$ cat src/rtl/apb2axi_pkg.sv
// Shared widths for the APB side of the APB-to-AXI bridge.
// No logic; parameters only.
// Consumers override these per instance if a narrower bus is needed.
package apb2axi_pkg;

  parameter int APB_ADDR_W = 32;
  parameter int APB_DATA_W = 32;

endpackage : apb2axi_pkg

$ cat src/rtl/apb2axi_apb_master.sv
// Single-outstanding APB requester: one command in, one APB transfer, one response out.
// Latency: accept in cycle N -> psel N+1, penable N+2, rsp_valid N+3 with zero wait states.
// Backpressure: cmd_ready only in idle; response held until rsp_ready; slow slaves aborted after TIMEOUT_CYC.
module apb2axi_apb_master #(
  parameter int APB_ADDR_W  = apb2axi_pkg::APB_ADDR_W,
  parameter int APB_DATA_W  = apb2axi_pkg::APB_DATA_W,
  parameter int TIMEOUT_CYC = 256
) (
  input  logic                  pclk,
  input  logic                  presetn,
  // command side
  input  logic                  cmd_valid,
  output logic                  cmd_ready,
  input  logic                  cmd_write,
  input  logic [APB_ADDR_W-1:0] cmd_addr,
  input  logic [APB_DATA_W-1:0] cmd_wdata,
  // response side
  output logic                  rsp_valid,
  input  logic                  rsp_ready,
  output logic [APB_DATA_W-1:0] rsp_rdata,
  output logic                  rsp_err,
  output logic                  rsp_timeout,
  // APB requester port
  output logic                  psel,
  output logic                  penable,
  output logic                  pwrite,
  output logic [APB_ADDR_W-1:0] paddr,
  output logic [APB_DATA_W-1:0] pwdata,
  input  logic                  pready,
  input  logic                  pslverr,
  input  logic [APB_DATA_W-1:0] prdata
);

  typedef enum logic [1:0] {
    S_IDLE   = 2'd0,
    S_SETUP  = 2'd1,
    S_ACCESS = 2'd2,
    S_RESP   = 2'd3
  } state_t;

  // Counter value on the last ACCESS cycle before the transfer is abandoned.
  localparam logic [15:0] WAIT_LAST = 16'(TIMEOUT_CYC - 1);

  state_t      state;
  logic [15:0] wait_cnt;

  // Commands are only taken while nothing is in flight; depends on state alone.
  assign cmd_ready = (state == S_IDLE);

  // Transfer sequencer: every APB and response output is a register written here.
  always_ff @(posedge pclk) begin
    if (!presetn) begin
      state       <= S_IDLE;
      psel        <= 1'b0;
      penable     <= 1'b0;
      pwrite      <= 1'b0;
      paddr       <= '0;
      pwdata      <= '0;
      rsp_valid   <= 1'b0;
      rsp_rdata   <= '0;
      rsp_err     <= 1'b0;
      rsp_timeout <= 1'b0;
      wait_cnt    <= '0;
    end else begin
      case (state)
        S_IDLE: begin
          if (cmd_valid) begin
            // Address/control/data are frozen here and stay put for the whole transfer.
            pwrite   <= cmd_write;
            paddr    <= cmd_addr;
            pwdata   <= cmd_wdata;
            psel     <= 1'b1;
            penable  <= 1'b0;
            wait_cnt <= '0;
            state    <= S_SETUP;
          end
        end

        S_SETUP: begin
          penable <= 1'b1;
          state   <= S_ACCESS;
        end

        S_ACCESS: begin
          // pready is tested first so a completion on the threshold cycle is not lost.
          if (pready) begin
            rsp_rdata   <= pwrite ? '0 : prdata;
            rsp_err     <= pslverr;
            rsp_timeout <= 1'b0;
            rsp_valid   <= 1'b1;
            psel        <= 1'b0;
            penable     <= 1'b0;
            state       <= S_RESP;
          end else if (wait_cnt == WAIT_LAST) begin
            rsp_rdata   <= '0;
            rsp_err     <= 1'b1;
            rsp_timeout <= 1'b1;
            rsp_valid   <= 1'b1;
            psel        <= 1'b0;
            penable     <= 1'b0;
            state       <= S_RESP;
          end else begin
            wait_cnt <= wait_cnt + 16'd1;
          end
        end

        S_RESP: begin
          if (rsp_ready) begin
            rsp_valid <= 1'b0;
            state     <= S_IDLE;
          end
        end

        default: state <= S_IDLE;
      endcase
    end
  end

endmodule : apb2axi_apb_master
$ cat config.mk
export PLATFORM = sky130hd
export DESIGN_NAME = apb2axi_apb_master
export DESIGN_NICKNAME = d
export VERILOG_FILES = /design/src/rtl/apb2axi_pkg.sv /design/src/rtl/apb2axi_apb_master.sv
export SDC_FILE = /design/constraint.sdc
export NUM_CORES = 1
export LEC_CHECK = 0
export BUFFER_PORTS_ARGS = -buffer_cell sky130_fd_sc_hd__clkbuf_2
export CORE_MARGIN = 4
export CORE_UTILIZATION = 51
export DETAILED_ROUTE_END_ITERATION = 12
export GPL_ROUTABILITY_DRIVEN = 0
export PLACE_DENSITY = 0.93
export SLEW_MARGIN = 5
export SYNTH_ARGS = -nofsm -noshare
export SYNTH_HDL_FRONTEND = slang
export SYNTH_SLANG_ARGS = --single-unit
$ cat constraint.sdc
create_clock -name pclk -period 6.23 [get_ports pclk]
set_input_delay 0.3115 -clock pclk [delete_from_list [all_inputs] [get_ports pclk]]
set_output_delay 0.3115 -clock pclk [all_outputs]
set_load 0.05 [all_outputs]
==> run metrics, run 1 <==
status=completed; EDFF count, synth=0; Pleak=2.79 nW; sequential fraction of the synthesis area=0.513; fill count=670; Root Buffer=clkbuf_8; largest net degree at the start of global routing=102; Hold Path Origin=cmd_wdata[20]; Clock Latency Late Sink=0.50 ns; unrepaired setup endpoints after global routing=no; Distinct cells, synth=45; Syn Area/Cell=between 8 and 9 sq um; CP Buf/Inv Count=1; max-cap violation count=0; area of the die=10800 sq um; most common cell after layout, fill and taps aside=clkbuf_2; Req. time, crit path=6.65 ns; setup_tns=0 ns; Least-Margin Pin Slew=1.22 ns; share of cells above drive strength 1=0.334; fin crit share=0.585; PwrDens=around 470 nW/um^2; metal2 WL=7470 um; ys async rst share=0; reg-to-reg endpoint=rsp_rdata[20]; post-CTS setup buffers=0; ys flop type=dfxtp_1; Top delay family on crit path=simple AND/OR/NAND/NOR gates; Worst R2R Path Depth=6; Crit. End Element=flop; Slew HR=0.184; Sequential Area=2400 sq um; Via density=~5.7; Diodes inserted=0; die height=a little over 100 um; vias in the first global route=4742; total I/O pin count=206; Peak Freq=~0.27 GHz; final setup fails=0; Final Skew=approximately 0.0086 ns; Post-Route WL=14300 um; final-report hold violation count=0; initial antenna violation count=0; most frequent cells in the layout=clkbuf_2 (205), nand2_1 (155), dfxtp_1 (120); pre-CTS setup slack=2.79 ns; CTS buffer count=17; Mapped Cells=approximately 560; element type at the critical path start=flop; Reg2Reg Launch Point=state[0]; setup slack, reg-to-reg=2.59 ns; WP data arrival=just over 4 ns; clock slew at reported path FFs=0.06 ns; port buffer count=roughly 210; maximum clock path buffer count=2; drt drc=0; Setup WS post-layout=2.59 ns; hold path depth=3; Worst Hold Endpoint=pwdata[20]; post_cts resized=0; Post-Syn Nets=668; H-tree levels=4; Rows=34; Pre-Repair DR Iteration Count=5; Multi-input gate area=between 2000 and 2500 sq um; min cycle time layout=3.64 ns; Largest stage delay, worst path=1.23 ns; CORE AREA=8850 sq um; post-synthesis register bit count=120; first-pass GRT wire length=23000 um; vias=4897; cell with the largest stage delay on the worst path=nor2_2; HPWL after detailed placement=10000 um; Initial DRC Count=271; Worst Hold Class=in -> reg; Total GRT Usage=0.258; Routed WL per cell=16.5 um; CP max FO=35; VDD IR max=0.266 mV; max-slew violation count=0; cts hold-fix bufs=0; clock sink count=120; crit path kind=reg -> reg; synthesis-to-finish area growth=33.9%; CP Cell Sequence=inv_1 -> ha_1 -> nand2_1 -> nor2_2 -> a32oi_1 -> nor2_1; Final #Nets=852; Post-Syn Area=4690 sq um; post-route ant nets=0; top layer in use=met4; Initial Util=0.530; grt ovf=0; Met1 Wirelength=5440 um; Synthesis Warnings=0; width of the die=around 100 um; DR WL met3=about 1000 um; CTS tree=built
-- metal layers --
layer / global-route usage / up-vias
met5: 0 / -
met2: 0.461 / 246
met4: 0.0874 / 0
met3: 0.0664 / 36
met1: 0.298 / 2289
li1: - / 2326
-- synthesized netlist by cell type, drive strengths merged (4+ instances only) --
cell      n  area share
nor2     44       0.035
clkbuf   33       0.026
a21oi    72       0.077
nand3     7      0.0075
o21ai     5      0.0053
nor4      4      0.0053
nand4     8       0.011
dfxtp   120        0.51
o311ai    4      0.0075
ha        6       0.016
or4       4      0.0080
a32oi    32       0.060
nand2   156        0.12
inv      10      0.0080
nor3      4      0.0043
mux2i     7       0.015
o41ai     5       0.011
buf      10       0.014
-- worst min-delay path: stages --
cell and delay [ns]:
clkbuf_2 0.08, nand2_1 0.05, a21oi_1 0.05
-- worst max-delay path by stage --
stage	start	endpoint	cells past startpoint
after floorplan	state[0]	wait_cnt[13]	6
after global placement	state[0]	rsp_rdata[2]	6
after detailed placement	state[0]	rsp_rdata[20]	6
after CTS	state[0]	rsp_rdata[5]	6
after global routing	state[0]	rsp_rdata[5]	6
final	state[0]	rsp_rdata[20]	6
-- metrics by stage --
stage	util	hold slack, ns	total power [mW]	std cells	area, sq um
2_1_floorplan	-	0.448	1.72	559	4690
3_3_place_gp	0.643	0.441	1.92	832	5690
3_5_place_dp	0.643	0.446	1.96	832	5690
4_1_cts	0.709	0.00536	2.94	863	6270
5_1_grt	0.709	0.0124	3.06	863	6270
6_report	0.709	0.0241	2.93	863	6270
-- cells by family after synthesis --
family	count (synthesis)	synth area share
flip-flops	120	0.513
buffers and inverters	53	0.0486
AO/OA/AOI/OAI	138	0.201
multiplexers	7	0.0149
adder cells (fa/ha/maj)	6	0.0160
AND/OR/NAND/NOR	235	0.207
-- state kept, by name, indices dropped and copies added, names as in the netlist --
name,flops
state,2
pwdata,32
rsp_err,1
rsp_rdata,32
penable,1
rsp_timeout,1
psel,1
rsp_valid,1
wait_cnt,16
pwrite,1
paddr,32
-- final cells by class --
cell class | instances | area share
Sequential cell | 120 | 0.383
Multi-Input combinational cell | 386 | 0.329
Timing Repair Buffer | 208 | 0.167
Clock buffer | 17 | 0.0660
Clock inverter | 14 | 0.0277
Tap cell | 108 | 0.0215
Inverter | 10 | 0.00598
-- report_power, final --
part | internal [mW] | switching [mW]
Clock | 0.609 | 0.358
Sequential | 0.884 | 0.0676
Combinational | 0.231 | 0.777
No activity file was read; power rests on OpenSTA's default activity.
==> run 2, diff against run 1 <==
--- a/config.mk
+++ b/config.mk
@@ -5,12 +5,13 @@
 export SDC_FILE = /design/constraint.sdc
 export NUM_CORES = 1
 export LEC_CHECK = 0
+export ABC_AREA = 1
 export BUFFER_PORTS_ARGS = -buffer_cell sky130_fd_sc_hd__clkbuf_2
 export CORE_MARGIN = 4
-export CORE_UTILIZATION = 51
+export CORE_UTILIZATION = 43
 export DETAILED_ROUTE_END_ITERATION = 12
 export GPL_ROUTABILITY_DRIVEN = 0
-export PLACE_DENSITY = 0.93
+export PLACE_DENSITY = 0.84
 export SLEW_MARGIN = 5
 export SYNTH_ARGS = -nofsm -noshare
 export SYNTH_HDL_FRONTEND = slang
==> constraint.sdc (replaced) <==
create_clock -name pclk -period 3.1 [get_ports pclk]
set_input_delay 0.155 -clock pclk [delete_from_list [all_inputs] [get_ports pclk]]
set_output_delay 0.155 -clock pclk [all_outputs]
set_load 0.05 [all_outputs]
==> run 2 against run 1 <==
- core utilization is 2.3 points lower
- clock power up 100%
- sequential power is 120% higher
- setup slack lost 1.9 ns
- via count rose by 14%
- die area grew 20%
- area after synthesis rose by 2.5%
- wire length increased by 19%
- register-to-register slack worse by 1.9 ns
- maximum frequency grew 49%
- critical path type unchanged
- highest routed layer unchanged
==> run metrics, run 2 <==
area of the die=12900 sq um (was 10800 sq um); Largest stage delay, worst path=0.50 ns (was 1.23 ns); most frequent cells in the layout=clkbuf_2 (205), nor2_1 (169), nand2_1 (152) (was clkbuf_2 (205), nand2_1 (155), dfxtp_1 (120)); total I/O pin count=206 (unchanged); most common cell after layout, fill and taps aside=clkbuf_2 (unchanged); Total GRT Usage=0.263 (was 0.258); post-synthesis register bit count=120 (unchanged); sequential fraction of the synthesis area=0.500 (was 0.513); initial antenna violation count=0 (unchanged); Routed WL per cell=15.2 um (was 16.5 um); Syn Area/Cell=7.17 sq um (was 8.38 sq um); setup_tns=0 ns (unchanged); VDD IR max=0.551 mV (was 0.266 mV); EDFF count, synth=0 (unchanged); width of the die=114 um (was 104 um); synthesis-to-finish area growth=55.5% (was 33.9%); CTS buffer count=17 (unchanged); min cycle time layout=2.45 ns (was 3.64 ns); Top delay family on crit path=buffers and inverters (was simple AND/OR/NAND/NOR gates); port buffer count=205 (unchanged); Diodes inserted=0 (unchanged); Least-Margin Pin Slew=0.786 ns (was 1.22 ns); Worst Hold Class=in -> reg (unchanged); Post-Syn Nets=779 (was 668); Final #Nets=1070 (was 852); Rows=38 (was 34); PwrDens=892 nW/um^2 (was 467 nW/um^2); final-report hold violation count=0 (unchanged); drt drc=0 (unchanged); largest cells by area after synthesis=dfxtp_1 (50%), nor2_1 (13%), nand2_1 (12%) (was dfxtp_1 (51%), nand2_1 (12%), a21oi_1 (7.7%)); CP max FO=13 (was 35); unrepaired setup endpoints after global routing=no (unchanged); vias=5576 (was 4897); ys flop type=dfxtp_1 (unchanged); Clock power frac=0.294 (was 0.331); CP Cell Sequence=inv_1 -> ha_1 -> inv_1 -> o21ai_2 -> inv_1 -> nor2_2 -> nand2_1 -> a21oi_1 (was inv_1 -> ha_1 -> nand2_1 -> nor2_2 -> a32oi_1 -> nor2_1); post_cts resized=0 (unchanged); fin crit share=0.791 (was 0.585); WP data arrival=2.90 ns (was 4.07 ns); Combinational Power Share=0.395 (was 0.344); setup slack, reg-to-reg=0.65 ns (was 2.59 ns); cell with the largest stage delay on the worst path=ha_1 (was nor2_2); HPWL after detailed placement=9070 um (was 10000 um); ys async rst share=0 (unchanged); CORE AREA=10900 sq um (was 8850 sq um); Power, Total=6.66 mW (was 2.93 mW); Switching Power=2.97 mW (was 1.20 mW); vias in the first global route=5721 (was 4742); Final Skew=0.00868 ns (was 0.00856 ns); Via density=5.01 (was 5.67); final setup fails=0 (unchanged); post-route ant nets=0 (unchanged); status=completed (unchanged); Mapped Cells=670 (was 559); switching share of total power=0.446 (was 0.411); Pleak=3.46 nW (was 2.79 nW); Pre-Repair DR Iteration Count=5 (unchanged); first-pass GRT wire length=27200 um (was 23000 um); Clock Latency Late Sink=0.52 ns (was 0.50 ns); H-tree levels=4 (unchanged); most frequent cell after synthesis=nor2_1 (was nand2_1); biggest regs=paddr (32), pwdata (32), rsp_rdata (32) (unchanged); Peak Freq=0.408 GHz (was 0.275 GHz); max-cap violation count=0 (unchanged); Crit. End Element=flop (unchanged); Initial DRC Count=420 (was 271); Post-Syn Area=4800 sq um (was 4690 sq um); CTS tree=built (unchanged); crit path kind=reg -> reg (unchanged); clock slew at reported path FFs=0.06 ns (about the same); Post-Route WL=17000 um (was 14300 um); Initial Util=0.441 (was 0.530); Distinct cells, synth=25 (was 45); die height=114 um (was 104 um); maximum clock path buffer count=2 (unchanged); Synthesis Warnings=0 (unchanged); Root Buffer=clkbuf_8 (unchanged); cell taking the most area after synthesis=dfxtp_1 (unchanged); CP Buf/Inv Count=3 (was 1); clock sink count=120 (unchanged); post-synth top area share=0.500 (was 0.513); element type at the critical path start=flop (unchanged); max-slew violation count=0 (unchanged); Internal=3.69 mW (was 1.72 mW); grt ovf=0 (unchanged); power share of the sequential group=0.310 (was 0.325); synth cell count leaders=nor2_1 (170), nand2_1 (153), dfxtp_1 (120) (was nand2_1 (156), dfxtp_1 (120), a21oi_1 (72)); largest net degree at the start of global routing=67 (was 102); Worst path most repeated cell=inv_1; share of cells above drive strength 1=0.264 (was 0.334); Slew HR=0.476 (was 0.184); Req. time, crit path=3.55 ns (was 6.65 ns)
==> run 2: changes by cell type after synthesis, moves of 7 or more <==
cell / before / now
inv_1: 10 / 31
a21oi_1: 72 / 48
clkbuf_1: 33 / 22
a32oi_1: 32 / 0
nor2_1: 44 / 170
buf_2: 2 / 11
o21ai_0: 4 / 70
mux2i_1: 7 / 0
==> run 2: power by group through the flow <==
stage	registers (mW)	logic, mW	clock network [mW]
2_1_floorplan	3.05	0.895	0
3_3_place_gp	2.06	2.42	0
3_5_place_dp	2.07	2.44	0
4_1_cts	2.04	2.55	1.98
5_1_grt	2.10	2.81	2.06
6_report	2.07	2.63	1.96
==> run 2: area by class of cell <==
cell class,count,area (sq um)
sequential,120,2400
clock buffer,18,428
inverter,34,128
timing repair buffer,307,2050
clock inverter,14,164
multi-input combinational,481,2120
tap,140,175
fill,782,3420
==> run 2: cells by family after synthesis <==
logic type	share of synthesized area
XOR/XNOR	0.00547
buffers and inverters	0.0591
adder cells (fa/ha/maj)	0.0156
flip-flops	0.500
AND/OR/NAND/NOR	0.291
AO/OA/AOI/OAI	0.129
==> run 2: timing repair <==
| item | CTS | global route |
|---|---|---|
| buffers inserted | 0 | 0 |
| hold buffers | 98 | 0 |
| hold endpoints to repair | 98 | 0 |
==> run 2: tightest hold or removal path: stages <==
cell	delay [ns]
clkbuf_2	0.11
nand2_2	0.12
nand2_1	0.08
a21oi_1	0.04
==> run 2: final timing paths <==
check              startpoint      endpoint  cells after the start
setup / recovery     state[0]  wait_cnt[11]                      8
hold / removal         pready   rsp_timeout                      4
setup reg to reg     state[0]  wait_cnt[11]                      8
hold reg to reg   rsp_timeout   rsp_timeout                      2
==> run 2: metal layers <==
metal,up-vias,track usage,wire length (um)
met5,-,0,0
met4,0,0.136,605
met3,53,0.0907,1620
met2,306,0.449,8260
met1,2510,0.287,6500
li1,2707,-,-
==> run 2: metrics by stage <==
step           utilization  hold WS (ns)  cell area (sq um)  std cells  setup WS (ns)
2_1_floorplan            -         0.303               4800        670           1.18
3_3_place_gp         0.542         0.393               5900        984          0.856
3_5_place_dp         0.542         0.395               5900        984          0.713
4_1_cts              0.686     0.0000293               7470       1114          0.693
5_1_grt              0.686        0.0286               7470       1114          0.448
6_report             0.686        0.0165               7470       1114          0.649
==> run 3, diff against run 2 <==
--- a/config.mk
+++ b/config.mk
@@ -8,10 +8,10 @@
 export ABC_AREA = 1
 export BUFFER_PORTS_ARGS = -buffer_cell sky130_fd_sc_hd__clkbuf_2
 export CORE_MARGIN = 4
-export CORE_UTILIZATION = 43
+export CORE_UTILIZATION = 47
 export DETAILED_ROUTE_END_ITERATION = 12
 export GPL_ROUTABILITY_DRIVEN = 0
-export PLACE_DENSITY = 0.84
+export PLACE_DENSITY = 0.87
 export SLEW_MARGIN = 5
 export SYNTH_ARGS = -nofsm -noshare
 export SYNTH_HDL_FRONTEND = slang
==> constraint.sdc (replaced) <==
create_clock -name pclk -period 2.27 [get_ports pclk]
set_input_delay 0.1135 -clock pclk [delete_from_list [all_inputs] [get_ports pclk]]
set_output_delay 0.1135 -clock pclk [all_outputs]
set_load 0.05 [all_outputs]
==> run 3 against run 2 <==
- register-to-register slack worse by 0.38 ns
- setup slack worse by 0.38 ns
- sequential power up 37%
- worst hold slack better by 0.028 ns
- critical path depth unchanged
- first-iteration DRC count up 20%
- clock skew up 0.0059 ns
- critical path type unchanged
- critical endpoint unchanged
==> run metrics, run 3 (same netlist as run 2, synthesis figures left out) <==
PwrDens=1240 nW/um^2 (was 892 nW/um^2); element type at the critical path start=flop (unchanged); Worst path most repeated cell=inv_1 (unchanged); Clock Latency Late Sink=0.51 ns (was 0.52 ns); VDD IR max=0.716 mV (was 0.551 mV); CP Cell Sequence=inv_1 -> ha_1 -> inv_1 -> o21ai_2 -> inv_1 -> nor2_2 -> nand2_1 -> a21oi_1 (unchanged); Final Skew=0.0146 ns (was 0.00868 ns); Initial DRC Count=506 (was 420); post-route ant nets=0 (unchanged); Post-Route WL=18100 um (was 17000 um); WP data arrival=2.44 ns (was 2.90 ns); Pre-Repair DR Iteration Count=7 (was 5); post-CTS setup buffers=0 (unchanged); Root Buffer=clkbuf_8 (unchanged); largest net degree at the start of global routing=66 (was 67); die height=109 um (was 114 um); drt drc=0 (unchanged); fin crit share=0.882 (was 0.791); maximum clock path buffer count=2 (unchanged); Initial Util=0.487 (was 0.441); max-cap violation count=0 (unchanged); Final #Nets=1076 (was 1070); max-slew violation count=0 (unchanged); most frequent cells in the layout=clkbuf_2 (205), nor2_1 (169), nand2_1 (152) (unchanged); width of the die=109 um (was 114 um); first-pass GRT wire length=28300 um (was 27200 um); Req. time, crit path=2.71 ns (was 3.55 ns); setup_tns=0 ns (unchanged); Internal=5.27 mW (was 3.69 mW); Slew HR=0.603 (was 0.476); Routed WL per cell=16.2 um (was 15.2 um); H-tree levels=4 (unchanged); most common cell after layout, fill and taps aside=clkbuf_2 (unchanged); power share of the sequential group=0.302 (was 0.310); placed cell areas=5950 sq um (was 5900 sq um); DR WL met3=1710 um (was 1620 um); CORE AREA=9860 sq um (was 10900 sq um); status=completed (unchanged); Rows=36 (was 38); Crit. End Element=flop (unchanged); Least-Margin Pin Slew=0.593 ns (was 0.786 ns); Peak Freq=0.499 GHz (was 0.408 GHz); metal2 WL=9110 um (was 8260 um); Switching Power=4.10 mW (was 2.97 mW); post_cts resized=0 (unchanged); CP max FO=10 (was 13); clock sink count=120 (unchanged); HPWL after detailed placement=9290 um (was 9070 um); Pleak=3.51 nW (was 3.46 nW); CTS tree=built (unchanged); Total GRT Usage=0.302 (was 0.263); biggest regs=paddr (32), pwdata (32), rsp_rdata (32) (unchanged); Combinational Power Share=0.396 (was 0.395); Worst Hold Class=in -> reg (unchanged); final-report hold violation count=0 (unchanged); final setup fails=0 (unchanged); Met1 Wirelength=6650 um (was 6500 um); fill count=618 (was 782); total I/O pin count=206 (unchanged); cell with the largest stage delay on the worst path=nor2_2 (was ha_1); grt ovf=0 (unchanged); synthesis-to-finish area growth=57.1% (was 55.5%); min cycle time layout=2.00 ns (was 2.45 ns); switching share of total power=0.437 (was 0.446); clock slew at reported path FFs=0.06 ns (about the same); top layer in use=met4 (unchanged); CTS buffer count=17 (unchanged); Largest stage delay, worst path=0.40 ns (was 0.50 ns); initial antenna violation count=0 (unchanged); unrepaired setup endpoints after global routing=no (unchanged); port buffer count=205 (unchanged); share of cells above drive strength 1=0.268 (was 0.264); Clock power frac=0.302 (was 0.294); Via density=5.22 (was 5.01); crit path kind=reg -> reg (unchanged); post-route cell area=7550 sq um (was 7470 sq um); cts hold-fix bufs=98 (unchanged); vias=5805 (was 5576); vias in the first global route=5747 (was 5721); area of the die=11900 sq um (was 12900 sq um)
-- run 3: cell count changes in the layout (fill, tap and decap cells not counted) --
cell,change
buf_4,+5
bufinv_16,+2
inv_6,-2
buf_12,+1
clkinv_2,+1
clkinvlp_4,-1
diode_2,+1
inv_8,-1
-- run 3: critical path: cells and delay by family (launching register included) --
family | cells | cell delay (ns)
AOI/OAI and AO/OA | 2 | 0.44
and+or+nand+nor | 2 | 0.52
buffers and inverters | 3 | 0.32
DFF | 1 | 0.33
adders and majority gates | 1 | 0.33
-- run 3: layout make-up --
class,instances,area (sq um),share of cell area
well taps,133,166,0.0220
clock inverters,13,193,0.0255
clock buffers,18,428,0.0567
repair buffers,313,2110,0.279
inverters,34,128,0.0169
flip-flops and latches,120,2400,0.318
multi-input cells,481,2120,0.281
diodes,1,2.50,0.000331
-- run 3: worst paths after layout --
path / from / endpoint / slack (ns) / depth (start not counted)
worst max register to register: state[0] / wait_cnt[11] / 0.27 / 8
worst min register to register: rsp_timeout / rsp_timeout / 0.45 / 2
worst min-delay path: cmd_valid / penable / 0.04 / 5
worst max-delay path: state[0] / wait_cnt[11] / 0.27 / 8
-- run 3: per-layer routing --
layer | global-route usage | vias up
met4 | 0.124 | 0
met3 | 0.0876 | 66
li1 | - | 2723
met1 | 0.331 | 2614
met5 | 0 | -
met2 | 0.544 | 402
-- run 3: stage by stage --
step                      instances   util  setup slack, ns  power [mW]  hold WS, ns
final                          1113  0.765            0.267        9.37       0.0448
after global routing           1112  0.765           0.0505        9.76       0.0575
after CTS                      1112  0.765            0.272        9.15       0.0101
after detailed placement        983  0.603            0.326        6.21        0.355
after global placement          983  0.603            0.371        6.15        0.351
after floorplan                 670      -            0.351        5.39        0.261
-- run 3: power by group through the flow --
stage | registers, mW | logic (mW) | clock network [mW]
3_3_place_gp | 2.80 | 3.35 | 0
5_1_grt | 2.87 | 3.94 | 2.95
6_report | 2.83 | 3.71 | 2.83
2_1_floorplan | 4.17 | 1.22 | 0
4_1_cts | 2.78 | 3.53 | 2.84
3_5_place_dp | 2.82 | 3.39 | 0
